File: src/rtl/store_drain_unit.sv
// store_drain_unit: drains released store-queue entries into registered memory write requests,
// bounding outstanding writes and serialising store-conditionals.
module store_drain_unit #(
   parameter int MAX_OUTSTANDING = 4,
   parameter int SUBUNIT_W = 2
) (
   input  logic                 clk,
   input  logic                 rst,
   input  logic                 sq_valid,
   input  logic [31:0]          sq_addr,
   input  logic [3:0]           sq_be,
   input  logic [31:0]          sq_data,
   input  logic [SUBUNIT_W-1:0] sq_subunit_id,
   input  logic                 sq_is_amo_sc,
   output logic                 sq_pop,
   input  logic                 fence_req,
   output logic                 mem_req_valid,
   input  logic                 mem_req_ready,
   output logic [31:0]          mem_req_addr,
   output logic [3:0]           mem_req_be,
   output logic [31:0]          mem_req_data,
   output logic [SUBUNIT_W-1:0] mem_req_subunit,
   output logic                 mem_req_sc,
   input  logic                 mem_ack,
   input  logic                 mem_sc_rsp_valid,
   input  logic                 mem_sc_rsp_fail,
   output logic                 sc_result_valid,
   output logic [31:0]          sc_result,
   output logic                 drain_empty,
   output logic                 protocol_error
);
   localparam int CW = $clog2(MAX_OUTSTANDING + 1);
   typedef enum logic {IDLE, SC_WAIT} state_t;
   typedef logic [CW:0] sum_t;
   state_t state_q, state_d;
   logic [CW-1:0] cnt_q, cnt_d;
   logic req_valid_q, req_valid_d, req_sc_q, req_sc_d;
   logic [31:0] req_addr_q, req_addr_d, req_data_q, req_data_d;
   logic [3:0] req_be_q, req_be_d;
   logic [SUBUNIT_W-1:0] req_sub_q, req_sub_d;
   logic sc_valid_q, sc_valid_d, sc_fail_q, sc_fail_d, perr_q, perr_d;
   logic room, pop, load, accept, inc, dec;
   always_comb begin
      // a buffered non-SC request counts against the limit before it is accepted
      room = ((sum_t'(cnt_q) + sum_t'(req_valid_q & ~req_sc_q)) < sum_t'(MAX_OUTSTANDING))
             | sq_is_amo_sc | (sq_be == 4'b0);
      pop = ~rst & sq_valid & ~fence_req & (state_q == IDLE) & (~req_valid_q | mem_req_ready) & room;
      load = pop & (sq_is_amo_sc | (|sq_be));
      accept = req_valid_q & mem_req_ready;
      inc = accept & ~req_sc_q;
      dec = mem_ack & (cnt_q != '0);
      cnt_d = cnt_q + CW'(inc) - CW'(dec);
      req_valid_d = load | (req_valid_q & ~mem_req_ready);
      req_addr_d = load ? sq_addr : req_addr_q;
      req_be_d = load ? sq_be : req_be_q;
      req_data_d = load ? sq_data : req_data_q;
      req_sub_d = load ? sq_subunit_id : req_sub_q;
      req_sc_d = load ? sq_is_amo_sc : req_sc_q;
      state_d = (pop & sq_is_amo_sc) ? SC_WAIT :
                ((state_q == SC_WAIT) & mem_sc_rsp_valid) ? IDLE : state_q;
      sc_valid_d = (state_q == SC_WAIT) & mem_sc_rsp_valid;
      sc_fail_d = sc_valid_d ? mem_sc_rsp_fail : sc_fail_q;
      perr_d = perr_q | (mem_ack & (cnt_q == '0)) | (mem_sc_rsp_valid & (state_q == IDLE));
   end
   always_ff @(posedge clk) begin
      if (rst) begin
         state_q <= IDLE;
         cnt_q <= '0;
         req_valid_q <= 1'b0;
         sc_valid_q <= 1'b0;
         sc_fail_q <= 1'b0;
         perr_q <= 1'b0;
      end else begin
         state_q <= state_d;
         cnt_q <= cnt_d;
         req_valid_q <= req_valid_d;
         sc_valid_q <= sc_valid_d;
         sc_fail_q <= sc_fail_d;
         perr_q <= perr_d;
      end
   end
   always_ff @(posedge clk) begin
      req_addr_q <= req_addr_d;
      req_be_q <= req_be_d;
      req_data_q <= req_data_d;
      req_sub_q <= req_sub_d;
      req_sc_q <= req_sc_d;
   end
   assign sq_pop = pop;
   assign mem_req_valid = req_valid_q;
   assign mem_req_addr = req_addr_q;
   assign mem_req_be = req_be_q;
   assign mem_req_data = req_data_q;
   assign mem_req_subunit = req_sub_q;
   assign mem_req_sc = req_sc_q;
   assign sc_result_valid = sc_valid_q;
   assign sc_result = {31'b0, sc_fail_q};
   assign protocol_error = perr_q;
   assign drain_empty = ~req_valid_q & (cnt_q == '0) & (state_q == IDLE);
endmodule

File: config.mk
export PLATFORM = sky130hd
export DESIGN_NAME = store_drain_unit
export DESIGN_NICKNAME = d
export VERILOG_FILES = /design/src/rtl/store_drain_unit.sv
export SDC_FILE = /design/constraint.sdc
export NUM_CORES = 1
export LEC_CHECK = 0
export BUFFER_PORTS_ARGS = -buffer_cell sky130_fd_sc_hd__buf_2
export CAP_MARGIN = 10
export CORE_MARGIN = 2
export CORE_UTILIZATION = 25
export CTS_CLUSTER_DIAMETER = 150
export CTS_CLUSTER_SIZE = 16
export DETAILED_ROUTE_END_ITERATION = 10
export GPL_TIMING_DRIVEN = 0
export PLACE_DENSITY = 0.59
export RECOVER_POWER = 50
export SLEW_MARGIN = 40
export SYNTH_ARGS = -nofsm -noshare
export SYNTH_HDL_FRONTEND = slang
export SYNTH_SLANG_ARGS = --single-unit
File: constraint.sdc
create_clock -name clk -period 11.8 [get_ports clk]
set_input_delay 1.77 -clock clk [delete_from_list [all_inputs] [get_ports clk]]
set_output_delay 1.77 -clock clk [all_outputs]
set_load 0.02 [all_outputs]
==> Yosys cells after proc, flatten, opt, wreduce, memory -nomap -nowiden <==
Cells that the tools add are included.
{ "word_totals": {"ff_bits": 79, "latchBits": 0, "ram_bits": 0, "rom_bits": 0, "input_bits": 79, "out_inout_bits": 108, "elab_cells": 53, "n_memories": 0} }
{ "classes": {"addsub": 3, "n_mul": 0, "div_mod_pow": 0, "magnitude_cmp": 1, "n_eq_ne": 0, "n_shift": 0, "mux": 2, "n_bitwise": 31, "n_reduce_logical": 5} }
{ "op_table": {"columns": ["op", "count"], "rows": [
  ["1-bit bitwise AND", 16],
  ["1-bit bitwise OR", 7],
  ["1-bit inverter", 6],
  ["3-bit by 4-bit adder with 4-bit output", 1],
  ["1-bit by 4-bit bitwise AND with 4-bit output", 1],
  ["4-bit logical NOT", 1],
  ["4-bit by 3-bit < comparator with 1-bit output (second input constant)", 1],
  ["1-bit inverter with 4-bit output", 1],
  ["4-bit OR reduction", 1],
  ["3-bit by 1-bit adder with 3-bit output", 1],
  ["3-bit logical NOT", 1],
  ["3-bit nonzero test", 1],
  ["3-bit by 1-bit subtractor with 3-bit output", 1],
  ["1-bit 2-to-1 mux", 2],
  ["2-bit nonzero test", 1]
]} }

==> Depth between registers and ports, before layout <==
Gate-level depths: netlist (run 1).
{ "logic_depth": {"word_depth": 9, "mapped_depth": 8} }

==> Worst setup path after synthesis (run 1) <==
OpenSTA, ideal clock, no wires.
{ "synth_path": {"path_type": "input to register", "start": "input port rst", "end": "register req_addr_q[0], in the netlist mem_req_addr[0], enable pin", "setup_ns": 0.509, "arrival_ns": 5.629, "required_time_ns": 11.291, "setup_slack_ns": 5.662, "cell_stages": 5, "path_buffers": 1, "cell_sequence": "buf_6 > nor4b_4 > nand2_1 > or2_1 > o21ai_1"} }
{ "synth_via": {"elab_chain_cells": 7} }
{ "synth_rtl": {"columns": ["item", "line_no", "text"], "rows": [
  ["start: declaration", "8", "input logic rst,"],
  ["1-bit inverter", "47", "pop = ~rst & sq_valid & ~fence_req & (state_q == IDLE) & (~req_valid_q | mem_req_ready) & room;"],
  ["1-bit bitwise AND (5 in series)", "47", null],
  ["1-bit bitwise AND", "48", "load = pop & (sq_is_amo_sc | (|sq_be));"],
  ["via load", "42", "logic room, pop, load, accept, inc, dec;"],
  ["end signal: assignment", "83", "req_addr_q <= req_addr_d;"],
  ["end: declaration", "38", "logic [31:0] req_addr_q, req_addr_d, req_data_q, req_data_d;"]
]} }
The timed path passes the listed nets, and every way through them passes these cells.
A chain may end at the register's enable or synchronous reset.

==> Worst setup path after layout (run 1) <==
{ "layout_path": {"start": "input port rst", "end": "output port sq_pop"} }
{ "layout_via": {"elab_chain_cells": 6} }
{ "layout_rtl": {"columns": ["item", "line_no", "text"], "rows": [
  ["1-bit inverter", "47", null],
  ["1-bit bitwise AND (5 in series)", "47", null],
  ["end: declaration", "15", "output logic sq_pop,"]
]} }
Every way passes these cells.

==> results.py, run 1 <==
metrics = {
    "clock_tree": {
        "clk_path_buf_depth": 2,
        "clock_tree_from_tritoncts": "yes",
        "clock-sinks": 79,
        "cts_buf_count": 9,
        "clk_pin_slew_worst_paths_ns": 0.06,
        "clock_latency_ns": 0.33,
        "cts_hold_repair.buffers": 0,
        "cts-resized-gates": 0,
        "post_cts.repair.setup_buffers": 0,
        "cts_max_level": 3,
        "cts_root_buf": "clkbuf_16",
    },
    "yosys": {
        "synth.avg_cell_area_sq_um": 18.5,
        "ys.flop_type": "edfxtp_1",
        "post_synth_instance_area_sq_um": 2830,
        "syn_inst": 153,
        "synth-async-reset-ratio_pct": 0,
        "synth.yosys.warnings": 0,
        "share_of_the_yosys_chip_area_belonging_to_registers_pct": 81.1,
        "synth.distinct_cells": 26,
        "synth_enable_flop_cells": 71,
        "postSynthRegisterBits": 79,
    },
    "critical_path": {
        "critPathLaunchType": "primary input",
        "end_kind": "output port",
        "data_arrival_time_at_the_worst_slack_endpoint_ns": 2.71,
        "r2r_start": "state_q",
        "cp.required_ns": 10.03,
        "critical_path.reg2reg.endpoint": "mem_req_data[7]",
        "worstSetupStartpoint": "rst",
        "worstPathMaxFanout": 9,
        "ff_to_ff_path_depth": 7,
        "worstSetupPathType": "in -> out",
        "worst-r2r-setup-slack_ns": 9.37,
    },
    "route": {
        "routed.top_layer": "met5",
        "wl_per_cell_um": 12.7,
        "wl_met2_um": 2850,
        "detail_route.drc_violations": 0,
        "drt-pass1-iter-count": 3,
        "antenna_left": 0,
        "starting_drc_count_in_detailed_routing": 71,
        "met3WireLength_um": 934,
        "route.vias.total": 1872,
        "viasPerCell": 3.77,
        "wl_met1_um": 2390,
        "routed_wl_um": 6290,
    },
    "finish": {
        "final_area_sq_um": 4190,
        "finish.net_count": 435,
        "post-route-util_pct": 38.4,
        "drive_above_1_share_pct": 46.6,
        "antenna_diode_count": 0,
        "mostFrequentLayoutCells": "buf_2 (111), edfxtp_1 (71), clkbuf_1 (43)",
        "synthesis_to_layout_area_growth_pct": 48.4,
        "final_common_cell": "buf_2",
        "fin_cells": 496,
    },
    "place": {
        "numPlacedInstances": 481,
        "routability_cong": 0.674,
        "detailed_place_hpwl_um": 5010,
        "placed_area_sq_um": 3970,
        "buffer_ports.inserted": 154,
    },
    "global_route": {
        "first_global_vias": 1705,
        "grt_start_max_net_pins": 21,
        "grt_pass1_wl_um": 8480,
        "grt-ovfl-total": 0,
        "grt_usage_pct": 9.80,
        "antenna_found_initial": 1,
    },
    "pwr": {
        "leakage_nw": 1.76,
        "power_frac_seq_pct": 47.1,
        "swShare_pct": 25.3,
        "internal_power_w": 0.000534,
        "clockPowerShare_pct": 38.1,
        "pwr-share-comb_pct": 14.9,
        "power_density_nw_per_um2": 170,
        "irDropWorstVdd_mv": 0.0652,
        "p_sw_w": 0.000180,
    },
    "floorplanning": {
        "number_of_cell_rows": 38,
        "design.die.area_sq_um": 12200,
        "design.core.area_sq_um": 10900,
        "initial_utilization_pct": 25.8,
        "top_level_ports": 187,
        "die_width_um": 110,
        "floorplan.die.height_um": 110,
    },
    "sta": {
        "final_slew_viol_count": 0,
        "crit_share_post_route_pct": 38.0,
        "layout_min_cycle_time_ns": 4.48,
        "remaining_max_slew_budget_at_the_tightest_pin_pct": 61.7,
        "finalSetupTns_ns": 0,
        "report.final.setup_viol": 0,
        "max_clk_rate_mhz": 223,
        "fin_worst_skew_ns": 0.00676,
        "rsz0062_at_grt": "false",
        "worst_pin_slew_ns": 0.572,
        "final_hold_viol_count": 0,
    },
    "run": {
        "max-cap-violations": 0,
    },
    "min_path": {
        "whs_endpoint": "sc_fail_q",
        "worst_hold_path.num_cells": 2,
        "worstHoldPathType": "reg -> reg",
        "hold_start": "sc_fail_q",
    },
    "outcome": {
        "outcome": "completed",
    },
}
synth_stat cells, types with 2 or more instances:
cell type   n  area share (%)
a21oi_1     3            0.53
nand3b_1    2            0.53
nor4_1      2            0.44
buf_4      32             8.5
nand2b_1    2            0.44
dfxtp_1     8             5.7
nor3_1      2            0.35
ha_1        3             1.3
inv_1       5            0.66
nor2_1      4            0.53
edfxtp_1   71              75
nand2_1     3            0.40
nand3_1     2            0.35
and2b_2     2            0.62
logic make-up after synthesis:
kind of cell,count (synthesis),share of synthesized area (%)
buf+inv,38,9.57
other cells,1,0.133
fa+ha+maj,4,2.04
simple gates,23,5.23
compound gates,7,1.59
flops,79,81.1
xor+xnor,1,0.310
worst max-delay path, stage by stage:
cell     delay [ns]
buf_6          0.11
nor4b_1        0.40
nand2_1        0.12
a21oi_1        0.13
buf_2          0.18
state kept, by name (all words and copies together) (netlist names):
register and count:
mem_req_valid 1, cnt_q 3, mem_req_be 4, state_q 1
mem_req_addr 32, mem_req_data 32, protocol_error 1, sc_result_valid 1
mem_req_subunit 2, sc_fail_q 1, mem_req_sc 1
per-stage QoR:
stage | hold slack [ns] | worst slack, ns | power (W)
finish | 0.461 | 7.32 | 0.000714
global route | 0.484 | 7.24 | 0.000753
CTS | 0.468 | 7.34 | 0.000731
detailed placement | 0.457 | 7.35 | 0.000453
global placement | 0.448 | 4.27 | 0.000447
floorplan | 0.435 | 5.66 | 0.000411
power groups by stage:
stage          Sequential [W]  Combinational, W  Clock [W]
6_report             0.000336          0.000106   0.000272
5_1_grt              0.000338          0.000117   0.000298
4_1_cts              0.000336          0.000111   0.000284
3_5_place_dp         0.000342          0.000111          0
3_3_place_gp         0.000345          0.000102          0
2_1_floorplan        0.000364         0.0000477          0
worst max path at each step:
stage | endpoint | slack (ns) | cells after the start
4_1_cts | sq_pop | 7.34 | 5
3_5_place_dp | sq_pop | 7.35 | 5
5_1_grt | sq_pop | 7.24 | 5
2_1_floorplan | mem_req_addr[0] | 5.66 | 5
6_report | sq_pop | 7.32 | 5
3_3_place_gp | mem_req_addr[26] | 4.27 | 5
per-layer routing:
layer | up-vias | global-route usage [%]
met4 | 2 | 5.36
met5 | - | 0
met2 | 127 | 15.2
li1 | 898 | -
met1 | 836 | 11.0
met3 | 9 | 5.00
cell type report:
type	count	area [sq um]
inverters	5	18.8
fillers	1097	6740
clock inverters	6	70.1
flip-flops and latches	79	2290
plain buffers	33	251
repair buffers	158	790
well taps	140	175
clock buffers	9	225
multi-input cells	66	372
No activity file was read; power rests on OpenSTA's default activity.
==> run 2: changes to the inputs <==
--- a/config.mk
+++ b/config.mk
@@ -13,7 +13,7 @@
 export CTS_CLUSTER_SIZE = 16
 export DETAILED_ROUTE_END_ITERATION = 10
 export GPL_TIMING_DRIVEN = 0
-export PLACE_DENSITY = 0.59
+export PLACE_DENSITY = 0.61
 export RECOVER_POWER = 50
 export SLEW_MARGIN = 40
 export SYNTH_ARGS = -nofsm -noshare
==> constraint.sdc (replaced) <==
create_clock -name clk -period 3.6 [get_ports clk]
set_input_delay 0.54 -clock clk [delete_from_list [all_inputs] [get_ports clk]]
set_output_delay 0.54 -clock clk [all_outputs]
set_load 0.02 [all_outputs]
==> results.py, run 2 (synthesis gave the netlist of run 1 again) <==
metrics = {
    "outcome": {
        "outcome": "completed",
    },
    "floorplanning": {
        "design.die.area_sq_um": 12200,
        "die_width_um": 110,
        "number_of_cell_rows": 38,
        "floorplan.die.height_um": 110,
        "top_level_ports": 187,
        "design.core.area_sq_um": 10900,
        "initial_utilization_pct": 25.8,
    },
    "clock_tree": {
        "cts_hold_repair.buffers": 0,
        "cts-resized-gates": 0,
        "clock_latency_ns": 0.33,
        "cts_max_level": 3,
        "clock_tree_from_tritoncts": "yes",
        "post_cts.repair.setup_buffers": 0,
        "clk_pin_slew_worst_paths_ns": 0.06,
        "clk_path_buf_depth": 2,
        "cts_buf_count": 9,
        "cts_root_buf": "clkbuf_16",
        "clock-sinks": 79,
    },
    "sta": {
        "report.final.setup_viol": 0,
        "crit_share_post_route_pct": 67.3,
        "layout_min_cycle_time_ns": 2.42,
        "remaining_max_slew_budget_at_the_tightest_pin_pct": 55.8,
        "final_slew_viol_count": 0,
        "worst_pin_slew_ns": 0.660,
        "max_clk_rate_mhz": 413,
        "rsz0062_at_grt": "false",
        "fin_hold_ws_ns": 0.385,
        "finalSetupTns_ns": 0,
        "fin_worst_skew_ns": 0.00858,
        "final_hold_viol_count": 0,
    },
    "global_route": {
        "grt_usage_pct": 9.64,
        "grt_start_max_net_pins": 21,
        "grt-ovfl-total": 0,
        "grt_pass1_wl_um": 8430,
        "antenna_found_initial": 0,
        "first_global_vias": 1715,
    },
    "route": {
        "route.vias.total": 1842,
        "antenna_left": 0,
        "viasPerCell": 3.71,
        "wl_per_cell_um": 12.8,
        "detail_route.drc_violations": 0,
        "routed.top_layer": "met4",
        "drt-pass1-iter-count": 3,
        "wl_met2_um": 3010,
        "met3WireLength_um": 913,
        "starting_drc_count_in_detailed_routing": 62,
        "routed_wl_um": 6380,
        "wl_met1_um": 2390,
    },
    "finish": {
        "multiInputGateArea_sq_um": 372,
        "fin_cells": 497,
        "finish.net_count": 435,
        "synthesis_to_layout_area_growth_pct": 48.1,
        "filler_cell_count": 1103,
        "regArea_sq_um": 2290,
        "drive_above_1_share_pct": 46.5,
        "mostFrequentLayoutCells": "buf_2 (111), edfxtp_1 (71), clkbuf_1 (44)",
        "post-route-util_pct": 38.3,
        "antenna_diode_count": 0,
        "final_common_cell": "buf_2",
    },
    "critical_path": {
        "worstSetupStartpoint": "mem_req_sc",
        "r2r_start": "state_q",
        "cp.required_ns": 3.06,
        "end_kind": "output port",
        "critPathLaunchType": "register",
        "worstPathMaxFanout": 3,
        "worstSetupPathType": "reg -> out",
        "data_arrival_time_at_the_worst_slack_endpoint_ns": 1.88,
    },
    "pwr": {
        "irDropWorstVdd_mv": 0.242,
        "power_density_nw_per_um2": 560,
        "leakage_nw": 1.76,
        "p_sw_w": 0.000593,
        "clockPowerShare_pct": 38.0,
        "internal_power_w": 0.00175,
        "power_frac_seq_pct": 47.0,
        "swShare_pct": 25.3,
        "pwr-share-comb_pct": 14.9,
    },
    "min_path": {
        "hold_start": "sq_addr[22]",
        "worstHoldPathType": "in -> reg",
    },
    "place": {
        "numPlacedInstances": 481,
        "buffer_ports.inserted": 154,
        "routability_cong": 0.698,
        "detailed_place_hpwl_um": 5120,
    },
    "run": {
        "max-cap-violations": 0,
    },
}
==> run 2: power by group through the flow <==
stage               logic, W  registers (W)  clock network [W]
global placement    0.000335        0.00113                  0
detailed placement  0.000362        0.00112                  0
finish              0.000350        0.00110           0.000891
CTS                 0.000363        0.00110           0.000929
floorplan           0.000157        0.00119                  0
global route        0.000384        0.00111           0.000973
==> run 2: worst max-delay path: stages, from the launching register on <==
cell	delay, ns
edfxtp_1	0.41
nand3b_1	0.20
a211oi_1	0.60
a21oi_1	0.15
buf_2	0.20
==> run 2: final timing paths <==
kind	endpoint	slack (ns)	depth (start not counted)
setup / recovery	sq_pop	1.18	4
hold / removal	mem_req_addr[22]	0.39	1
setup reg to reg	mem_req_data[19]	1.43	6
hold reg to reg	sc_fail_q	0.47	2
==> run 2: routing by layer <==
layer  track usage, %  vias to the layer above
met5                0                        -
met4             3.75                        0
met3             5.06                        7
met2             16.1                      124
met1             10.3                      820
li1                 -                      891
==> run 2: layout make-up <==
type                            instances  share of cell area (%)
Buffer                                 33                    6.01
Clock buffer                           10                    5.47
Clock inverter                          6                    1.67
Inverter                                5                   0.448
Multi-Input combinational cell         66                    8.88
Sequential cell                        79                    54.8
Tap cell                              140                    4.19
Timing Repair Buffer                  158                    18.6
==> run 2: through the flow <==
step | total power [W] | worst slack, ns | area, sq um
global placement | 0.00146 | -0.812 | 3890
global route | 0.00247 | 1.01 | 4190
floorplan | 0.00135 | 0.0503 | 2940
detailed placement | 0.00148 | 1.33 | 3960
finish | 0.00234 | 1.18 | 4190
CTS | 0.00239 | 1.14 | 4250
